`config.mk`:
```
export PLATFORM = sky130hd
export DESIGN_NAME = pipeline_hazard_ctrl
export DESIGN_NICKNAME = d
export VERILOG_FILES = /design/src/rtl/pipeline_ctrl_pkg.sv /design/src/rtl/forwarding_unit.sv /design/src/rtl/pipeline_hazard_ctrl.sv
export SDC_FILE = /design/constraint.sdc
export NUM_CORES = 1
export LEC_CHECK = 0
export CAP_MARGIN = 40
export CORE_UTILIZATION = 35
export CTS_CLUSTER_SIZE = 14
export DETAILED_ROUTE_END_ITERATION = 6
export PLACE_DENSITY_LB_ADDON = 0.08
export RECOVER_POWER = 50
export SKIP_LAST_GASP = 1
export SYNTH_ARGS = -nofsm -noshare
export SYNTH_HDL_FRONTEND = slang
export SYNTH_SLANG_ARGS = --single-unit
```
`constraint.sdc`:
```
create_clock -name CLOCK -period 2.3 [get_ports CLOCK]
set_input_delay 0.46 -clock CLOCK [delete_from_list [all_inputs] [get_ports CLOCK]]
set_output_delay 0.46 -clock CLOCK [all_outputs]
set_load 0.1 [all_outputs]
```
`src/rtl/pipeline_ctrl_pkg.sv`:
```
// Shared encodings for the LEGv8 pipeline hazard controller: FSM states,
// forwarding selects, the zero register and the forwarding select rule.
package pipeline_ctrl_pkg;

    typedef enum logic {
        RUN      = 1'b0,
        MEM_WAIT = 1'b1
    } state_e;

    localparam logic [1:0] FWD_REG   = 2'b00;
    localparam logic [1:0] FWD_MEMWB = 2'b01;
    localparam logic [1:0] FWD_EXMEM = 2'b10;

    localparam logic [4:0] XZR = 5'd31;

    // EX/MEM has the newer value, so it wins over MEM/WB; XZR is never a source.
    function automatic logic [1:0] fwd_select(
        input logic [4:0] src,
        input logic       exmem_en,
        input logic [4:0] exmem_rd,
        input logic       memwb_en,
        input logic [4:0] memwb_rd
    );
        logic [1:0] sel;
        sel = FWD_REG;
        if (src != XZR) begin
            if (exmem_en && exmem_rd == src) begin
                sel = FWD_EXMEM;
            end else if (memwb_en && memwb_rd == src) begin
                sel = FWD_MEMWB;
            end
        end
        return sel;
    endfunction

endpackage

```
`src/rtl/forwarding_unit.sv`:
```
// ALU operand forwarding selects for the instruction currently in EX.
module forwarding_unit
    import pipeline_ctrl_pkg::*;
(
    input  logic [4:0] idex_rn_i,
    input  logic [4:0] idex_rm_i,
    input  logic       exmem_regwrite_i,
    input  logic       exmem_memread_i,
    input  logic [4:0] exmem_writereg_i,
    input  logic       memwb_regwrite_i,
    input  logic [4:0] memwb_writereg_i,
    output logic [1:0] forward_a_o,
    output logic [1:0] forward_b_o
);

    logic exmem_fwd_en;

    // A load result is not available in EX/MEM yet, only its address.
    assign exmem_fwd_en = exmem_regwrite_i & ~exmem_memread_i;

    assign forward_a_o = fwd_select(idex_rn_i, exmem_fwd_en, exmem_writereg_i,
                                    memwb_regwrite_i, memwb_writereg_i);
    assign forward_b_o = fwd_select(idex_rm_i, exmem_fwd_en, exmem_writereg_i,
                                    memwb_regwrite_i, memwb_writereg_i);

endmodule

```
`src/rtl/pipeline_hazard_ctrl.sv`:
```
// Hazard/sequencing controller for the five-stage LEGv8 pipeline: memory-wait
// freeze FSM, branch flush, load-use stall, forwarding and perf counters.
module pipeline_hazard_ctrl
    import pipeline_ctrl_pkg::*;
#(
    parameter int MEM_TIMEOUT = 255,
    parameter int CNT_W       = 32
) (
    input  logic             CLOCK,
    input  logic             RESET_N,
    input  logic [4:0]       id_rn,
    input  logic [4:0]       id_rm,
    input  logic             id_uses_rn,
    input  logic             id_uses_rm,
    input  logic [4:0]       idex_rn,
    input  logic [4:0]       idex_rm,
    input  logic             idex_memRead,
    input  logic             idex_regWrite,
    input  logic [4:0]       idex_writeReg,
    input  logic             exmem_isBranch,
    input  logic             exmem_ALUzero,
    input  logic             exmem_memRead,
    input  logic             exmem_memWrite,
    input  logic             exmem_regWrite,
    input  logic [4:0]       exmem_writeReg,
    input  logic             memwb_regWrite,
    input  logic [4:0]       memwb_writeReg,
    input  logic             dmem_ready,
    output logic             pc_write,
    output logic             ifid_write,
    output logic             idex_write,
    output logic             exmem_write,
    output logic             idex_bubble,
    output logic             memwb_bubble,
    output logic             ifid_flush,
    output logic             idex_flush,
    output logic             exmem_flush,
    output logic             pc_src,
    output logic [1:0]       forward_a,
    output logic [1:0]       forward_b,
    output logic             mem_fault,
    output logic [CNT_W-1:0] stall_count,
    output logic [CNT_W-1:0] flush_count
);

    localparam int             TO_W    = (MEM_TIMEOUT > 1) ? $clog2(MEM_TIMEOUT) : 1;
    localparam logic [TO_W-1:0] TO_LAST = TO_W'(MEM_TIMEOUT - 1);

    state_e            state_q, state_d;
    logic [TO_W-1:0]   to_cnt_q, to_cnt_d;
    logic              fault_q, fault_d;
    logic [CNT_W-1:0]  stall_cnt_q, stall_cnt_d;
    logic [CNT_W-1:0]  flush_cnt_q, flush_cnt_d;

    logic freeze;
    logic mem_access;
    logic branch_taken;
    logic load_use_raw;
    logic load_use;

    assign mem_access = exmem_memRead | exmem_memWrite;

    always_comb begin
        state_d  = state_q;
        to_cnt_d = to_cnt_q;
        fault_d  = fault_q;
        freeze   = 1'b0;
        if (state_q == RUN) begin
            if (mem_access && !dmem_ready) begin
                freeze   = 1'b1;
                state_d  = MEM_WAIT;
                to_cnt_d = '0;
            end
        end else begin
            if (dmem_ready) begin
                state_d = RUN;
            end else if (to_cnt_q == TO_LAST) begin
                // Give up on the access: release the pipeline and flag it.
                fault_d = 1'b1;
                state_d = RUN;
            end else begin
                freeze   = 1'b1;
                to_cnt_d = to_cnt_q + TO_W'(1);
            end
        end
    end

    assign load_use_raw = idex_memRead & idex_regWrite & (idex_writeReg != XZR) &
                          ((id_uses_rn & (id_rn == idex_writeReg)) |
                           (id_uses_rm & (id_rm == idex_writeReg)));

    // Priority: freeze, then taken branch, then load-use.
    assign branch_taken = ~freeze & exmem_isBranch & exmem_ALUzero;
    assign load_use     = ~freeze & ~branch_taken & load_use_raw;

    assign pc_write     = ~freeze & ~load_use;
    assign ifid_write   = ~freeze & ~load_use;
    assign idex_write   = ~freeze;
    assign exmem_write  = ~freeze;
    assign idex_bubble  = load_use;
    assign memwb_bubble = freeze;
    assign pc_src       = branch_taken;
    assign ifid_flush   = branch_taken;
    assign idex_flush   = branch_taken;
    assign exmem_flush  = branch_taken;

    always_comb begin
        stall_cnt_d = stall_cnt_q;
        flush_cnt_d = flush_cnt_q;
        if (!pc_write && !branch_taken && stall_cnt_q != {CNT_W{1'b1}}) begin
            stall_cnt_d = stall_cnt_q + CNT_W'(1);
        end
        if (branch_taken && flush_cnt_q != {CNT_W{1'b1}}) begin
            flush_cnt_d = flush_cnt_q + CNT_W'(1);
        end
    end

    always_ff @(posedge CLOCK or negedge RESET_N) begin
        if (!RESET_N) begin
            state_q     <= RUN;
            to_cnt_q    <= '0;
            fault_q     <= 1'b0;
            stall_cnt_q <= '0;
            flush_cnt_q <= '0;
        end else begin
            state_q     <= state_d;
            to_cnt_q    <= to_cnt_d;
            fault_q     <= fault_d;
            stall_cnt_q <= stall_cnt_d;
            flush_cnt_q <= flush_cnt_d;
        end
    end

    assign mem_fault   = fault_q;
    assign stall_count = stall_cnt_q;
    assign flush_count = flush_cnt_q;

    forwarding_unit u_fwd (
        .idex_rn_i        (idex_rn),
        .idex_rm_i        (idex_rm),
        .exmem_regwrite_i (exmem_regWrite),
        .exmem_memread_i  (exmem_memRead),
        .exmem_writereg_i (exmem_writeReg),
        .memwb_regwrite_i (memwb_regWrite),
        .memwb_writereg_i (memwb_writeReg),
        .forward_a_o      (forward_a),
        .forward_b_o      (forward_b)
    );

endmodule

```
==> results of run 1 <==
==> worst paths after layout <==
kind | start | endpoint | slack [ns]
max | idex_writeReg[3] | pc_write | -0.14
min | RESET_N | mem_fault | 0.33
max reg2reg | to_cnt_q[1] | stall_count[21] | 0.03
min reg2reg | mem_fault | mem_fault | 0.47
max in group asynchronous | RESET_N | flush_count[1] | 0.36
min in group CLOCK | mem_fault | mem_fault | 0.47
==> sequential cells by signal (all words and copies together), names as in the netlist <==
| signal | flops |
|---|---|
| mem_fault | 1 |
| flush_count | 32 |
| stall_count | 32 |
| to_cnt_q | 8 |
| state_q | 1 |
==> cell families after synthesis <==
logic type               count (synthesis)  share of synthesized area (%)
AND/OR/NAND/NOR                        184                           24.4
AO/OA/AOI/OAI                           24                           4.22
XOR/XNOR                                89                           19.5
flip-flops                              74                           46.3
multiplexers                             3                          0.813
adder cells (fa/ha/maj)                  4                           1.25
buffers and inverters                   27                           3.57
==> worst max-delay path: stages <==
cell and delay [ns]:
clkdlybuf4s50_1 0.54, nand4_1 0.13, o2111a_1 0.30, and3_4 0.19, nor2_4 0.16, buf_12 0.20
==> power by group through the flow <==
stage          combinational (mW)  clock [mW]  sequential (mW)
2_1_floorplan               0.350           0             2.20
5_1_grt                      1.49        1.53             1.59
4_1_cts                      1.41        1.47             1.57
3_3_place_gp                 1.38           0             1.59
6_report                     1.42        1.44             1.57
3_5_place_dp                 1.39           0             1.60
==> Yosys cell counts (8+ instances only) <==
cell	count
nor2_1	26
nor4_1	9
nand2_1	39
o21ai_0	8
dfrtp_1	74
nand4_1	28
xor2_1	47
inv_1	12
xnor2_1	42
nand3_1	34
nor3_1	14
and3_1	11
==> layer usage <==
layer  vias to the layer above  GRT usage [%]  routed length [um]
li1                       1739              -                   -
met1                      1745           23.8                4770
met2                        78           29.7                5260
met3                        11           4.12                 447
met4                         0           5.79                 141
met5                         -              0                   0
==> layout make-up <==
class,count,area (um^2),area share (%)
multi-input combinational,305,2180,35.0
sequential,74,1950,31.2
timing repair buffer,165,1550,24.9
clock buffer,10,239,3.83
tap,140,175,2.81
inverter,13,78.8,1.26
clock inverter,6,65.1,1.04
==> metrics by stage <==
stage	util (%)	instances	TNS (ns)
after floorplan	-	405	-4.64
after global placement	52.3	684	-20.09
after detailed placement	52.3	684	-20.69
after CTS	55.7	706	-1.03
after global routing	56.8	713	-2.76
final	56.8	713	-0.862
==> cell usage in the layout (no fill, tap or decap), types with 2 or more instances in the layout <==
master	n
xnor2_1	42
nor2_4	2
inv_1	10
nor4_2	5
nor4_1	4
dlygate4sd2_1	15
nand4_1	28
ha_4	2
nand3_2	2
clkinv_2	2
xor2_1	47
or3_1	4
and3_1	8
and4_1	6
clkbuf_2	2
nand2_2	3
clkinvlp_4	2
dfrtp_4	11
nand3_1	32
dfrtp_2	46
nor3_1	14
dfrtp_1	17
dlymetal6s2s_1	3
and2_1	4
mux2_2	2
buf_4	94
buf_12	15
clkbuf_16	9
ha_1	2
nand2_1	36
o21ai_0	8
nor2b_1	2
o31ai_1	4
clkdlybuf4s50_1	28
nor2_2	2
buf_6	6
and3_4	3
nor2_1	23
==> what timing repair did <==
item                       4_1_cts  5_1_grt
gates cloned                     0        1
setup buffers                    6        6
pin swaps                       11        8
gates resized for setup         23       18
setup endpoints to repair       18       58
==> metrics.txt, run 1 <==
# TYPE chip_impl_metric gauge
chip_impl_info{name="criticalPathCategory",value="input pin to primary output"} 1
chip_impl_info{name="post_synth_main_area_contributors",value="dfrtp_1 (46%), xor2_1 (10%), xnor2_1 (9.2%)"} 1
chip_impl_info{name="cts_root_buf",value="clkbuf_16"} 1
chip_impl_metric{name="setup_slack",unit="ns"} -0.142
chip_impl_metric{name="final.fill_count",unit=""} 963
chip_impl_metric{name="die_y",unit="um"} 109
chip_impl_metric{name="route.antenna.remaining_nets",unit=""} 0
chip_impl_metric{name="globalplace.congestion",unit=""} 0.787
chip_impl_metric{name="data_required_critical_path",unit="ns"} 1.84
chip_impl_info{name="status",value="complete, but fails checks"} 1
chip_impl_metric{name="ys.warnings.count",unit=""} 0
chip_impl_metric{name="place_hpwl",unit="um"} 7760
chip_impl_metric{name="synth-edff-count",unit=""} 0
chip_impl_metric{name="reg2regPathDepth",unit=""} 11
chip_impl_metric{name="worst_slew_margin_rel",unit="%"} 23.3
chip_impl_metric{name="synth-seq-cells",unit=""} 74
chip_impl_metric{name="largest_net_degree_at_the_start_of_global_routing",unit=""} 38
chip_impl_metric{name="core_region_area",unit="um^2"} 11000
chip_impl_metric{name="ctsLongestPathBuffers",unit=""} 2
chip_impl_metric{name="power.share.switching",unit="%"} 38.4
chip_impl_metric{name="clkSinkCount",unit=""} 74
chip_impl_metric{name="pwr-share-comb",unit="%"} 32.0
chip_impl_metric{name="maxCapViolCount",unit=""} 0
chip_impl_metric{name="final.hold.worst_slack",unit="ns"} 0.334
chip_impl_metric{name="final_nets",unit=""} 620
chip_impl_metric{name="via_count",unit=""} 3573
chip_impl_info{name="crit_path_start_kind",value="input pin"} 1
chip_impl_metric{name="postSynthCellCount",unit=""} 405
chip_impl_metric{name="static-leakage-power",unit="nW"} 2.83
chip_impl_metric{name="row_count",unit=""} 38
chip_impl_metric{name="fmax",unit="GHz"} 0.410
chip_impl_metric{name="average_wire_per_cell_in_the_routed_design",unit="um"} 14.9
chip_impl_metric{name="finalHoldViolCount",unit=""} 0
chip_impl_metric{name="viasPerCell",unit=""} 5.01
chip_impl_metric{name="clkLatencyLatePin",unit="ns"} 0.33
chip_impl_metric{name="asyncSetResetFlopFracSynth",unit="%"} 100
chip_impl_info{name="rsz0062_at_grt",value="yes"} 1
chip_impl_metric{name="cts-htree-levels",unit=""} 3
chip_impl_metric{name="power.total",unit="mW"} 4.43
chip_impl_metric{name="synthesis.area_per_instance",unit="um^2"} 9.88
chip_impl_metric{name="final_design_area_no_fill",unit="um^2"} 6240
chip_impl_metric{name="power.density",unit="nW/um^2"} 710
chip_impl_metric{name="cellInternalPower",unit="mW"} 2.73
chip_impl_metric{name="area_delta_synth_final",unit="%"} 56.1
chip_impl_info{name="synthFlopType",value="dfrtp_1"} 1
chip_impl_metric{name="congestion_overflow_gr",unit=""} 0
chip_impl_metric{name="grt_first_pass_wirelength",unit="um"} 16700
chip_impl_metric{name="worstPathMaxFanout",unit=""} 3
chip_impl_metric{name="syn-cell-area",unit="um^2"} 4000
chip_impl_metric{name="floorplan.initialDensity",unit="%"} 36.4
chip_impl_metric{name="cts_made_buffers",unit=""} 9
chip_impl_info{name="min_path_type",value="input pin to async pin"} 1
chip_impl_metric{name="fin_crit_sh",unit="%"} 106
chip_impl_metric{name="drt_pre_antenna_iters",unit=""} 4
chip_impl_metric{name="floorplan.die.width",unit="um"} 109
chip_impl_metric{name="worst-slew-pin-transition",unit="ns"} 1.15
chip_impl_metric{name="syn_nets",unit=""} 457
chip_impl_info{name="post-synth-top-area-cell",value="dfrtp_1"} 1
chip_impl_metric{name="finClkSkew",unit="ns"} 0.00609
chip_impl_info{name="tritoncts_clock_tree",value="built"} 1
chip_impl_metric{name="final_period_minus_worst_setup_slack",unit="ns"} 2.44
chip_impl_metric{name="critical_path_arrival",unit="ns"} 1.98
chip_impl_metric{name="drc_errors",unit=""} 0
chip_impl_metric{name="placement.setup.worst_slack",unit="ns"} -0.368
chip_impl_metric{name="globalRouteTotalUtil",unit="%"} 18.2
chip_impl_metric{name="clock_pin_slew_of_the_registers_on_the_worst_case_setup_and_hold_paths",unit="ns"} 0.06
chip_impl_metric{name="post_route_cells_drive_above_1_share",unit="%"} 39.6
chip_impl_metric{name="proportion_of_power_drawn_by_the_clock_network",unit="%"} 32.5
chip_impl_metric{name="seq_power_share",unit="%"} 35.5
chip_impl_metric{name="drt_first_iter_violations",unit=""} 113
chip_impl_metric{name="netSwitchingPower",unit="mW"} 1.70
chip_impl_metric{name="total_cell_area_at_the_placement_stage",unit="um^2"} 5750
chip_impl_metric{name="diodes",unit=""} 0
chip_impl_metric{name="number_of_ports_placed_on_the_die_boundary",unit=""} 127
chip_impl_metric{name="cts_hold_repair.buffers",unit=""} 0
chip_impl_metric{name="yosys.cell_types.count",unit=""} 42
chip_impl_metric{name="setup_viol",unit=""} 10
chip_impl_metric{name="place.port_buffers",unit=""} 126
chip_impl_metric{name="synth_largest_type_area_fraction",unit="%"} 46.3
chip_impl_metric{name="irDropWorstVdd",unit="uV"} 842
chip_impl_info{name="failing_checks",value="setup timing"} 1
chip_impl_metric{name="antenna_found_initial",unit=""} 0
chip_impl_metric{name="route.final.wire_length",unit="um"} 10600
chip_impl_metric{name="seq_area_frac_synth",unit="%"} 46.3
chip_impl_info{name="setup.worst_path.end_class",value="primary output"} 1
chip_impl_metric{name="die-area",unit="um^2"} 11900
chip_impl_metric{name="maxSlewViolCount",unit=""} 0
chip_impl_metric{name="first_global_vias",unit=""} 3348
Note: power is estimated with default switching activity, not from simulation.
==> run 2: changes to the inputs <==
--- a/config.mk
+++ b/config.mk
@@ -12,6 +12,8 @@
 export PLACE_DENSITY_LB_ADDON = 0.08
 export RECOVER_POWER = 50
 export SKIP_LAST_GASP = 1
+export SLEW_MARGIN = 0
 export SYNTH_ARGS = -nofsm -noshare
 export SYNTH_HDL_FRONTEND = slang
+export SYNTH_HIERARCHICAL = 1
 export SYNTH_SLANG_ARGS = --single-unit
==> metrics.txt, run 2 <==
# TYPE chip_impl_metric gauge
chip_impl_metric{name="irDropWorstVdd",unit="uV"} 829
chip_impl_metric{name="largest_net_degree_at_the_start_of_global_routing",unit=""} 44
chip_impl_metric{name="syn-cell-area",unit="um^2"} 4120
chip_impl_metric{name="postSynthCellCount",unit=""} 404
chip_impl_metric{name="placedCellCount",unit=""} 703
chip_impl_metric{name="worstPathMaxFanout",unit=""} 5
chip_impl_metric{name="finalHoldViolCount",unit=""} 0
chip_impl_metric{name="finClkSkew",unit="ns"} 0.00750
chip_impl_metric{name="clkSinkCount",unit=""} 74
chip_impl_metric{name="worst-slew-pin-transition",unit="ns"} 1.07
chip_impl_info{name="failing_checks",value="setup timing"} 1
chip_impl_metric{name="number_of_ports_placed_on_the_die_boundary",unit=""} 127
chip_impl_metric{name="setup_viol",unit=""} 5
chip_impl_info{name="min_path_type",value="input pin to async pin"} 1
chip_impl_metric{name="globalRouteTotalUtil",unit="%"} 18.6
chip_impl_metric{name="finalCoreUtilization",unit="%"} 57.1
chip_impl_metric{name="synth-seq-cells",unit=""} 74
chip_impl_metric{name="area_delta_synth_final",unit="%"} 58.5
chip_impl_info{name="most_common_library_cell_in_the_layout_ignoring_fill_and_taps",value="buf_4"} 1
chip_impl_metric{name="floorplan.die.width",unit="um"} 110
chip_impl_info{name="final_cell_mix",value="buf_4 (118), xnor2_1 (61), nand4_1 (36), nand2_1 (36), dlygate4sd2_1 (33)"} 1
chip_impl_metric{name="drt_first_iter_violations",unit=""} 183
chip_impl_metric{name="cts-htree-levels",unit=""} 3
chip_impl_metric{name="area_share_of_fa_ha_maj_cells_after_synthesis",unit="%"} 1.22
chip_impl_metric{name="grt_first_pass_wirelength",unit="um"} 18300
chip_impl_metric{name="route.final.wire_length",unit="um"} 11100
chip_impl_metric{name="syn_nets",unit=""} 456
chip_impl_metric{name="cts_hold_repair.buffers",unit=""} 0
chip_impl_metric{name="clock_pin_slew_of_the_registers_on_the_worst_case_setup_and_hold_paths",unit="ns"} 0.06
chip_impl_info{name="post_synth_main_area_contributors",value="dfrtp_1 (45%), xnor2_1 (14%), xor2_1 (5.5%)"} 1
chip_impl_metric{name="row_count",unit=""} 39
chip_impl_metric{name="final_nets",unit=""} 644
chip_impl_info{name="synthTopCellsByCount",value="dfrtp_1 (74), xnor2_1 (64), nand2_1 (39), nand4_1 (36), nand3_1 (34)"} 1
chip_impl_metric{name="power.total",unit="mW"} 4.46
chip_impl_metric{name="viasPerCell",unit=""} 4.90
chip_impl_metric{name="clkLatencyLatePin",unit="ns"} 0.33
chip_impl_metric{name="congestion_overflow_gr",unit=""} 0
chip_impl_metric{name="data_required_critical_path",unit="ns"} 1.84
chip_impl_metric{name="asyncSetResetFlopFracSynth",unit="%"} 100
chip_impl_metric{name="seq_area_frac_synth",unit="%"} 45.0
chip_impl_metric{name="place_hpwl",unit="um"} 8440
chip_impl_metric{name="static-leakage-power",unit="nW"} 2.87
chip_impl_metric{name="core_region_area",unit="um^2"} 11400
chip_impl_info{name="dominant_combinational_cell_family_by_area_after_synthesis",value="simple AND/OR/NAND/NOR gates"} 1
chip_impl_metric{name="globalplace.congestion",unit=""} 0.754
chip_impl_metric{name="synthesis.area_per_instance",unit="um^2"} 10.2
chip_impl_metric{name="synth-edff-count",unit=""} 0
chip_impl_metric{name="power.density",unit="nW/um^2"} 683
chip_impl_metric{name="ctsLongestPathBuffers",unit=""} 2
chip_impl_info{name="cts_root_buf",value="clkbuf_16"} 1
chip_impl_metric{name="worst_slew_margin_rel",unit="%"} 28.6
chip_impl_metric{name="placement.setup.worst_slack",unit="ns"} -0.352
chip_impl_metric{name="ys.warnings.count",unit=""} 6
chip_impl_metric{name="maxCapViolCount",unit=""} 0
chip_impl_info{name="yosysMostFrequentCell",value="dfrtp_1"} 1
chip_impl_metric{name="synth.mux.area_fraction",unit="%"} 0.547
chip_impl_metric{name="route.antenna.remaining_nets",unit=""} 0
chip_impl_metric{name="average_wire_per_cell_in_the_routed_design",unit="um"} 15.0
chip_impl_metric{name="place.port_buffers",unit=""} 126
chip_impl_metric{name="fin_crit_sh",unit="%"} 101
chip_impl_info{name="crit_path_start_kind",value="flop"} 1
chip_impl_metric{name="die_y",unit="um"} 110
chip_impl_metric{name="diodes",unit=""} 0
chip_impl_metric{name="first_global_vias",unit=""} 3658
chip_impl_metric{name="antenna_found_initial",unit=""} 0
chip_impl_metric{name="synth_largest_type_area_fraction",unit="%"} 45.0
chip_impl_metric{name="synthSimpleGateAreaFrac",unit="%"} 25.5
chip_impl_metric{name="drc_errors",unit=""} 0
chip_impl_metric{name="final.fill_count",unit=""} 1037
chip_impl_info{name="tritoncts_clock_tree",value="built"} 1
chip_impl_metric{name="final_period_minus_worst_setup_slack",unit="ns"} 2.32
chip_impl_metric{name="final_design_area_no_fill",unit="um^2"} 6530
chip_impl_metric{name="synth-xor-area-share",unit="%"} 19.9
chip_impl_info{name="rsz0062_at_grt",value="yes"} 1
chip_impl_metric{name="die-area",unit="um^2"} 12200
chip_impl_metric{name="synth_compound_area_share",unit="%"} 4.47
chip_impl_metric{name="total_cell_area_at_the_placement_stage",unit="um^2"} 6070
chip_impl_metric{name="maxSlewViolCount",unit=""} 0
chip_impl_info{name="synthFlopType",value="dfrtp_1"} 1
chip_impl_info{name="setup.worst_path.end_class",value="primary output"} 1
chip_impl_metric{name="cts_made_buffers",unit=""} 9
chip_impl_metric{name="fmax",unit="GHz"} 0.431
chip_impl_info{name="post-synth-top-area-cell",value="dfrtp_1"} 1
chip_impl_metric{name="via_count",unit=""} 3627
chip_impl_info{name="status",value="complete, but fails checks"} 1
chip_impl_metric{name="critical_path_arrival",unit="ns"} 1.86
chip_impl_metric{name="yosys.cell_types.count",unit=""} 46
chip_impl_metric{name="post_route_cells_drive_above_1_share",unit="%"} 41.9
chip_impl_info{name="criticalPathCategory",value="flop to primary output"} 1
chip_impl_metric{name="drt_pre_antenna_iters",unit=""} 4
chip_impl_metric{name="floorplan.initialDensity",unit="%"} 36.1
chip_impl_metric{name="final-instance-count-excl-fill",unit=""} 740
chip_impl_metric{name="setup_slack",unit="ns"} -0.0213
## run 2: cell count changes after synthesis, moves of 3 or more
cell      delta
inv_1        -4
nor4_1       -6
nand4_1      +8
and3_1       +7
buf_2        -5
nor2_1       -9
nor3_1       -4
xor2_1      -21
nor4_2       +3
nand2b_1     +3
xnor2_1     +22
## run 2: path summary, 6_finish.rpt
path	startpoint	endpoint	slack, ns	cells after the start
worst max-delay path	to_cnt_q[0]	ifid_write	-0.02	7
worst min-delay path	RESET_N	stall_count[11]	0.32	1
worst min register to register	flush_count[14]	flush_count[14]	0.47	1
min in group CLOCK	flush_count[14]	flush_count[14]	0.47	1
max in group asynchronous	RESET_N	flush_count[3]	0.50	2
worst max register to register	to_cnt_q[0]	mem_fault	0.07	14
## run 2: cell families after synthesis
family / after synthesis
compound gates: 22
fa+ha+maj: 4
mux: 2
buf+inv: 22
xor+xnor: 92
simple gates: 188
flops: 74
## run 2: per-layer routing
metal	up-vias	GRT usage (%)	routed length, um
li1	1799	-	-
met2	62	32.9	5870
met4	0	5.16	105
met1	1756	22.9	4750
met3	10	4.01	362
met5	-	0	0
## run 2: critical path, cell delays in order (launching register included)
cell and delay [ns]:
dfrtp_1 0.37, inv_1 0.06, ha_2 0.16, nand4_1 0.13, o211a_4 0.31, a21o_1 0.21, clkinvlp_4 0.13, buf_12 0.18
## run 2: where the power goes
part           switching [mW]  internal [mW]  leakage, nW
Clock                   0.527          0.865        0.149
Combinational            1.03          0.436         1.80
Sequential              0.140           1.46        0.920
## run 2: stage by stage
step	setup TNS [ns]	hold slack, ns
detailed placement	-13.83	0.460
global route	-0.742	0.424
global placement	-13.26	0.458
finish	-0.0989	0.321
floorplan	-6.18	0.164
CTS	-0.452	0.138
## run 2: layout make-up
| class | instances | area, um^2 | share of cell area [%] |
|---|---|---|---|
| inverter | 9 | 42.5 | 0.652 |
| tap | 143 | 179 | 2.74 |
| timing repair buffer | 190 | 1730 | 26.5 |
| clock inverter | 5 | 53.8 | 0.825 |
| multi-input combinational | 308 | 2300 | 35.3 |
| clock buffer | 11 | 243 | 3.72 |
| sequential | 74 | 1980 | 30.3 |
## run 2: what timing repair did
item	4_1_cts	5_1_grt
gates resized for setup	38	7
pin swaps	25	8
endpoints found under the setup margin	14	29
buffers inserted	20	3
gates cloned	0	1
==> run 3: changes to the inputs <==
--- a/config.mk
+++ b/config.mk
@@ -7,7 +7,7 @@
 export LEC_CHECK = 0
 export CAP_MARGIN = 40
 export CORE_UTILIZATION = 35
-export CTS_CLUSTER_SIZE = 14
+export CTS_CLUSTER_SIZE = 40
 export DETAILED_ROUTE_END_ITERATION = 6
 export PLACE_DENSITY_LB_ADDON = 0.08
 export RECOVER_POWER = 50
==> results of run 3 <==
No change in the layout: final DEF, timing and power equal those of run 2.
